===== config.mk =====
export PLATFORM = sky130hd
export DESIGN_NAME = net_bus_rx_node
export DESIGN_NICKNAME = d
export VERILOG_FILES = /design/src/rtl/net_bus_pkg.sv /design/src/rtl/net_bus_fifo.sv /design/src/rtl/net_bus_rx_node.sv
export SDC_FILE = /design/constraint.sdc
export NUM_CORES = 1
export LEC_CHECK = 0
export CAP_MARGIN = 20
export CELL_PAD_IN_SITES_DETAIL_PLACEMENT = 1
export CELL_PAD_IN_SITES_GLOBAL_PLACEMENT = 1
export CORE_ASPECT_RATIO = 1.5
export CORE_MARGIN = 8
export CORE_UTILIZATION = 45
export DETAILED_ROUTE_END_ITERATION = 8
export PLACE_DENSITY = 0.72
export REMOVE_ABC_BUFFERS = 1
export SYNTH_ARGS = -nofsm -noshare
export SYNTH_HDL_FRONTEND = slang
export SYNTH_HIERARCHICAL = 1
export SYNTH_SLANG_ARGS = --single-unit

===== constraint.sdc =====
create_clock -name CLK -period 11.6 [get_ports CLK]
set_input_delay 2.32 -clock CLK [delete_from_list [all_inputs] [get_ports CLK]]
set_output_delay 2.32 -clock CLK [all_outputs]
set_load 0.02 [all_outputs]

===== src/rtl/net_bus_pkg.sv =====
// Shared NetBus definitions: header layout, frame type codes, broadcast
// address, word width helper and the receive frame FSM state type.
package net_bus_pkg;

  localparam int unsigned DEST_LSB = 0;
  localparam int unsigned SRC_LSB  = 4;
  localparam int unsigned TYPE_LSB = 8;
  localparam int unsigned RSVD_LSB = 10;
  localparam int unsigned HDR_BITS = 14;

  localparam logic [1:0] TYPE_SINGLE = 2'b00;
  localparam logic [1:0] TYPE_FIRST  = 2'b01;
  localparam logic [1:0] TYPE_MIDDLE = 2'b10;
  localparam logic [1:0] TYPE_LAST   = 2'b11;

  localparam logic [3:0] BROADCAST_ID = 4'hF;

  typedef enum logic {
    ST_IDLE  = 1'b0,
    ST_FRAME = 1'b1
  } frame_state_e;

  // Bus word width: 14-bit header plus DATA_WIDTH 9-bit lanes.
  function automatic int unsigned word_width(input int unsigned data_width);
    return data_width * 9 + HDR_BITS;
  endfunction

endpackage


===== src/rtl/net_bus_fifo.sv =====
// First-word-fall-through FIFO with registered pointers. Full/empty come
// from an extra pointer MSB. RDATA holds the last head word while empty.
module net_bus_fifo #(
  parameter int unsigned WIDTH = 50,
  parameter int unsigned DEPTH = 8
) (
  input  logic                       clk,
  input  logic                       rst_n,
  input  logic                       push,
  input  logic [WIDTH-1:0]           wdata,
  input  logic                       pop,
  output logic [WIDTH-1:0]           rdata,
  output logic                       full,
  output logic                       empty,
  output logic [$clog2(DEPTH):0]     level
);

  localparam int unsigned AW = $clog2(DEPTH);

  logic [AW:0]      wr_ptr;
  logic [AW:0]      rd_ptr;
  logic [WIDTH-1:0] mem [DEPTH];
  logic [WIDTH-1:0] last_q;
  logic             do_push;
  logic             do_pop;

  assign empty   = (wr_ptr == rd_ptr);
  assign full    = (wr_ptr[AW] != rd_ptr[AW]) && (wr_ptr[AW-1:0] == rd_ptr[AW-1:0]);
  assign level   = wr_ptr - rd_ptr;
  assign do_push = push && !full;
  assign do_pop  = pop && !empty;
  assign rdata   = empty ? last_q : mem[rd_ptr[AW-1:0]];

  // Pointer update; wrap is natural over AW+1 bits.
  always_ff @(posedge clk or negedge rst_n) begin
    if (!rst_n) begin
      wr_ptr <= '0;
      rd_ptr <= '0;
    end else begin
      if (do_push) wr_ptr <= wr_ptr + 1'b1;
      if (do_pop)  rd_ptr <= rd_ptr + 1'b1;
    end
  end

  // Storage write; contents need no reset since empty masks them.
  always_ff @(posedge clk) begin
    if (do_push) mem[wr_ptr[AW-1:0]] <= wdata;
  end

  // Remember the current head so RDATA keeps its last value once empty.
  always_ff @(posedge clk or negedge rst_n) begin
    if (!rst_n) begin
      last_q <= '0;
    end else if (!empty) begin
      last_q <= mem[rd_ptr[AW-1:0]];
    end
  end

endmodule


===== src/rtl/net_bus_rx_node.sv =====
// NetBus receive endpoint: address filter, frame sequencing FSM, saturating
// protocol-error counter and READY generation in front of an FWFT FIFO.
module net_bus_rx_node
  import net_bus_pkg::*;
#(
  parameter int unsigned DATA_WIDTH = 4,
  parameter logic [3:0]  NODE_ID    = 4'd0,
  parameter int unsigned FIFO_DEPTH = 8
) (
  input  logic                                CLK,
  input  logic                                RSTN,
  input  logic [word_width(DATA_WIDTH)-1:0]   DATA,
  input  logic                                VALID,
  output logic                                READY,
  output logic [word_width(DATA_WIDTH)-1:0]   RDATA,
  output logic                                RVALID,
  input  logic                                RREADY,
  output logic [7:0]                          ERR_CNT,
  output logic [$clog2(FIFO_DEPTH):0]         LEVEL
);

  localparam int unsigned WW = word_width(DATA_WIDTH);

  frame_state_e state_q;
  frame_state_e state_d;
  logic [3:0]   dest;
  logic [1:0]   wtype;
  logic         match;
  logic         orphan;
  logic         trunc;
  logic         handshake;
  logic         push;
  logic         pop;
  logic         full;
  logic         empty;
  logic [7:0]   err_q;

  assign dest  = DATA[DEST_LSB +: 4];
  assign wtype = DATA[TYPE_LSB +: 2];
  assign match = VALID && ((dest == NODE_ID) || (dest == BROADCAST_ID));

  assign orphan = (state_q == ST_IDLE)  && ((wtype == TYPE_MIDDLE) || (wtype == TYPE_LAST));
  assign trunc  = (state_q == ST_FRAME) && ((wtype == TYPE_SINGLE) || (wtype == TYPE_FIRST));

  // Orphans are swallowed without storage, so only they bypass the full check.
  assign READY     = match && (orphan || !full);
  assign handshake = VALID && READY;
  assign push      = handshake && !orphan;
  assign pop       = RVALID && RREADY;
  assign RVALID    = !empty;
  assign ERR_CNT   = err_q;

  // Next frame state for the word currently offered.
  always_comb begin
    state_d = state_q;
    if (handshake) begin
      unique case (wtype)
        TYPE_SINGLE: state_d = ST_IDLE;
        TYPE_FIRST:  state_d = ST_FRAME;
        TYPE_MIDDLE: state_d = state_q;
        TYPE_LAST:   state_d = ST_IDLE;
        default:     state_d = state_q;
      endcase
    end
  end

  // Frame state register.
  always_ff @(posedge CLK or negedge RSTN) begin
    if (!RSTN) state_q <= ST_IDLE;
    else       state_q <= state_d;
  end

  // Saturating protocol-error counter.
  always_ff @(posedge CLK or negedge RSTN) begin
    if (!RSTN) begin
      err_q <= '0;
    end else if (handshake && (orphan || trunc) && (err_q != '1)) begin
      err_q <= err_q + 8'd1;
    end
  end

  net_bus_fifo #(
    .WIDTH (WW),
    .DEPTH (FIFO_DEPTH)
  ) u_fifo (
    .clk   (CLK),
    .rst_n (RSTN),
    .push  (push),
    .wdata (DATA),
    .pop   (pop),
    .rdata (RDATA),
    .full  (full),
    .empty (empty),
    .level (LEVEL)
  );

endmodule


Word-level counts from Yosys, hierarchy flattened
Memories as Yosys holds them, arrays and structs flattened. Index checks and enable logic that the tools add are counted.

Memories kept: 1. Register bits after elaboration: 67. Word-level logic and storage cells: 48. Output and inout port bits: 64. Input bits: 54. Memory bits (writable): 400.

Memory list: u_fifo.mem (words 8, bits a word 50, rd ports 1, clocked after Yosys merged registers in 0, wr ports 1, line net_bus_fifo.sv:22) `logic [WIDTH-1:0] mem [DEPTH];`.

Equality and inequality tests: 8. Bitwise operators: 2. Reduce and logical (&&, ||, !) cells: 24. Muxes and demuxes: 4. $add $sub $neg: 4.

Operators with widths (count): 50-bit two-way mux (1); 1-bit logical AND (12); 4-bit by 1-bit adder with 4-bit output (second input constant) (2); 8-bit by 1-bit adder with 8-bit output (second input constant) (1); 8-bit != test (second input constant) (1); 1-bit logical OR (5); 2-bit == test (second input constant) (2); 4-bit == test (1); 4-bit == test (second input constant) (1); 4-bit logical NOT (1); 4-bit subtractor (1); 3-bit == test (1); 1-bit logical NOT (3); 2-bit by 1-bit == test with 1-bit output (second input constant) (1); 2-bit logical NOT (1); 1-bit two-way mux (2); 1-bit inverter (2); 1-bit one-hot mux with 2 select lines (1); 2-bit AND reduction (1); 2-bit OR reduction (1); 1-bit != test (1).

Depth between registers and ports, before layout
Word-level depth: 10. Depth in mapped cells: 11. Mapped depth without buffers: 9.

Modules after synthesis
Netlist, hierarchy kept.

By module, submodules not included: net_bus_fifo (area each 17485.5 um^2, cells each 913, sequential area each 13462.9 um^2, instances 1); net_bus_rx_node (area each 563.0 um^2, cells each 49, sequential area each 225.2 um^2, instances 1).

Worst setup path before layout
OpenSTA, ideal clock, no wires.

Path type: in2reg. Start: input port DATA[0]. End: memory u_fifo.mem[0][0] (enable). Required time: 11019 ps. Setup slack: 2485 ps. Library setup time: 581 ps. Arrival time: 8534 ps. Stages: 5. Path buffers: 0. Cells stage by stage: or4_4 a221oi_4 and2_1 o21ai_0 nor4_1.

Cells in the longest elaborated chain, start to end: 9. Elaborated cells between the ends (all ways): 10. Classes of those cells: eq/ne: 1; mux: 2; reduce/logical: 7.

RTL lines: start: declaration (line net_bus_rx_node.sv:12) `input logic [word_width(DATA_WIDTH)-1:0] DATA,`; 4-bit == test / 4-bit logical NOT (equally long branches) (line net_bus_rx_node.sv:40) `assign match = VALID && ((dest == NODE_ID) || (dest == BROADCAST_ID));`; 1-bit logical OR (*) (line net_bus_rx_node.sv:40); 1-bit logical AND (*) (line net_bus_rx_node.sv:40); 1-bit logical AND (*) (line net_bus_rx_node.sv:46) `assign READY = match && (orphan || !full);`; named net READY (line net_bus_rx_node.sv:14) `output logic READY,`; 1-bit logical AND (*) (line net_bus_rx_node.sv:47) `assign handshake = VALID && READY;`; 1-bit logical AND (*) (line net_bus_rx_node.sv:48) `assign push = handshake && !orphan;`; named net push (line net_bus_rx_node.sv:32) `logic push;`; 1-bit logical AND (*) (line net_bus_fifo.sv:30) `assign do_push = push && !full;`; 1-bit two-way mux (*) (line net_bus_fifo.sv:47) `if (do_push) mem[wr_ptr[AW-1:0]] <= wdata;`; 1-bit two-way mux (not written as such) (*) (line net_bus_fifo.sv:47); end: declaration (line net_bus_fifo.sv:22).

The timed path passes the listed nets; every way through them passes the cells marked *.

Final worst setup path
Start: input port DATA[0]. End: output port READY.

Cells in the longest elaborated chain, start to end: 4. Elaborated cells between the ends (all ways): 5. Classes of those cells: eq/ne: 1; reduce/logical: 4.

RTL lines (line): 4-bit == test / 4-bit logical NOT (equally long branches) (net_bus_rx_node.sv:40); 1-bit logical OR (*) (net_bus_rx_node.sv:40); 1-bit logical AND (*) (net_bus_rx_node.sv:40); 1-bit logical AND (*) (net_bus_rx_node.sv:46); end: declaration (net_bus_rx_node.sv:14).

Every way passes the cells marked *; elsewhere a longest branch is shown, timed or not.

==> run metrics <==
fin. max-slew vios 0; worst min-delay path category flip-flop to flip-flop; IO Port Bufs 117; dominant synthesized flop cell edfxtp_1; DP Cell Count 1550; Layout Nets 1155; Post-CTS Setup Bufs 0; critical path endpoint category primary output; Final Hold Vio Count 0; Vert. Die Dim 261 µm; CP startpoint kind primary input; average cell area after synthesis 18.8 µm²; Max Clock Freq 141 MHz; switching share of power 33.1%; Skew-Pair Late Insertion Delay 0.55 ns; MaxCap Viol Count 0; Final Hold Slack 0.490 ns; total number of vias 9029; Pint 3690 µW; Cell Count, Final, Fillers Out 1632; H-tree Lvls 2; CTS resizes 0; largest net degree at the start of global routing 103; total die area 46900 µm²; PD cells 262 nW/µm²; most area-consuming cells after synthesis edfxtp_1 (67%), dfrtp_1 (9.3%), mux4_2 (6.2%), mux2i_1 (5.5%), o21ai_1 (2.7%); Setup WS pre-CTS 4.53 ns; period utilisation layout 60.9%; Root Driver clkbuf_16; count leader, synth edfxtp_1; sw power 1830 µW; Worst EP arrival 4.75 ns; sequential share of the synthesized area 75.8%; number of buffers created by CTS 43; multi-input gate area in the final layout 3880 µm²; Sequential Power Share 38.7%; 1st-iter DRT viols 455; drt pass-1 iters 4; post-synthesis instance area 18000 µm²; Placeable Area 39900 µm²; die width 180 µm; EDFF count, synth 400; Max VDD drop 0.206 mV; CTS tree yes; most instantiated cells after synthesis edfxtp_1 (400), mux2i_1 (100), o21ai_1 (98), dfrtp_1 (67), nand2_1 (57); Filler cells 3662; register area 13700 µm²; CP max FO 10; clock sink total 467; Synth Warn # 6; Gate power share 35.0%; asr flop ratio synth 14.3%; grt ovf 0; Total GRT Usage 17.1%; R2R setup slack 6.85 ns; final setup violation count 0; Hold Buf Count CTS 0; DRC Markers 0; mean routed wirelength per cell 24.5 µm; clk buf depth 3; std cell rows 90; crit path time final 7.07 ns; Initial Utilization 45.3%; antenna violations before repair 2; Final Cell Area 21100 µm²; status finished, final reports clean; P&R area growth vs syn 16.7%; clock slew at reported path FFs 0.06 ns; WL final 40000 µm; I/O pin total 118; RSZ-0062 raised after global routing no; Avg Vias per Cell 5.53; WS Path Type primary input to primary output; Post-Syn Instances 962; placed cell area 19600 µm²; clk_skew 0.0126 ns; wire length of the first global-routing pass 60800 µm; Slew @ Worst Pin 1.05 ns; remaining antenna violation count 0; cell taking the most area after synthesis edfxtp_1; final worst slack 4.53 ns; leakage 0.00713 µW; setup TNS 0 ns; post-synth top area share 66.6%; Synth Register Bits 467; routability cong. 0.702; HPWL after DPL 23100 µm; synth unique cells 44; Clock power frac 26.4%; share of cells above drive strength 1 14.2%; vias in the first global route 9998; Worst EP required 9.28 ns; Max-slew headroom 29.9%
==> worst paths after layout <==
check                                  start           endpoint  cells past startpoint
max                                  DATA[0]              READY                      4
min                        u_fifo/last_q[45]  u_fifo/last_q[45]                      2
max reg2reg                 u_fifo/rd_ptr[1]  u_fifo/mem[5][19]                     10
min reg2reg                u_fifo/last_q[45]  u_fifo/last_q[45]                      2
max in group asynchronous               RSTN  u_fifo/last_q[43]                      2
min in group asynchronous               RSTN   u_fifo/last_q[4]                      1
==> power by group through the flow <==
stage               sequential (µW)  combinational (µW)  clock [µW]
global placement               2170                1930           0
finish                         2130                1930        1460
CTS                            2140                1980        1490
floorplan                      2200                1190           0
global route                   2160                2090        1550
detailed placement             2170                1960           0
==> cell type report <==
type | count | area share [%]
Sequential cell | 467 | 65.0
Multi-Input combinational cell | 429 | 18.4
Timing Repair Buffer | 136 | 6.32
Clock buffer | 54 | 5.60
Tap cell | 506 | 3.01
Clock inverter | 24 | 1.32
Inverter | 13 | 0.244
Antenna cell | 3 | 0.0356
==> layout by cell type (no fill, tap or decap), types with 15 or more instances in the layout <==
cell and instances:
mux4_2 50, nand2_1 57, buf_4 19, dfrtp_1 64, o21ai_1 98, clkbuf_16 45, a22oi_1 50, mux2i_1 100
xnor2_1 15, edfxtp_1 400, clkdlybuf4s50_1 116
==> routing by layer <==
layer	track usage [%]	vias up	wire length, µm
li1	-	4049	-
met1	19.6	4760	15700
met2	32.5	179	22000
met3	2.75	41	1550
met4	4.83	0	765
met5	0	-	0
==> critical path, stage by stage <==
cell and delay, ns:
clkdlybuf4s50_1 0.56, or4_4 0.63, a221oi_4 0.53, clkdlybuf4s50_1 0.71
==> stage by stage <==
stage                     power [µW]  util [%]
after global placement          4090      49.1
after global routing            5790      52.8
after CTS                       5610      52.7
after detailed placement        4140      49.1
final                           5520      52.8
after floorplan                 3390         -
==> sequential cells by signal, indices dropped and copies added, names as in the netlist <==
signal,count
u_fifo/mem,400
u_fifo/last_q,50
ERR_CNT,8
u_fifo/rd_ptr,4
u_fifo/wr_ptr,4
state_q,1
==> kinds of logic after synthesis <==
family                     count (synthesis)  share of synthesized area (%)
adders and majority gates                 11                          0.804
xor gates and xnor gates                  16                          0.818
and+or+nand+nor                           91                           2.34
AOI/OAI and AO/OA                        158                           5.29
DFF                                      467                           75.8
muxes                                    153                           12.0
buffers and inverters                     66                           2.91
(Power assumes the default switching activity.)
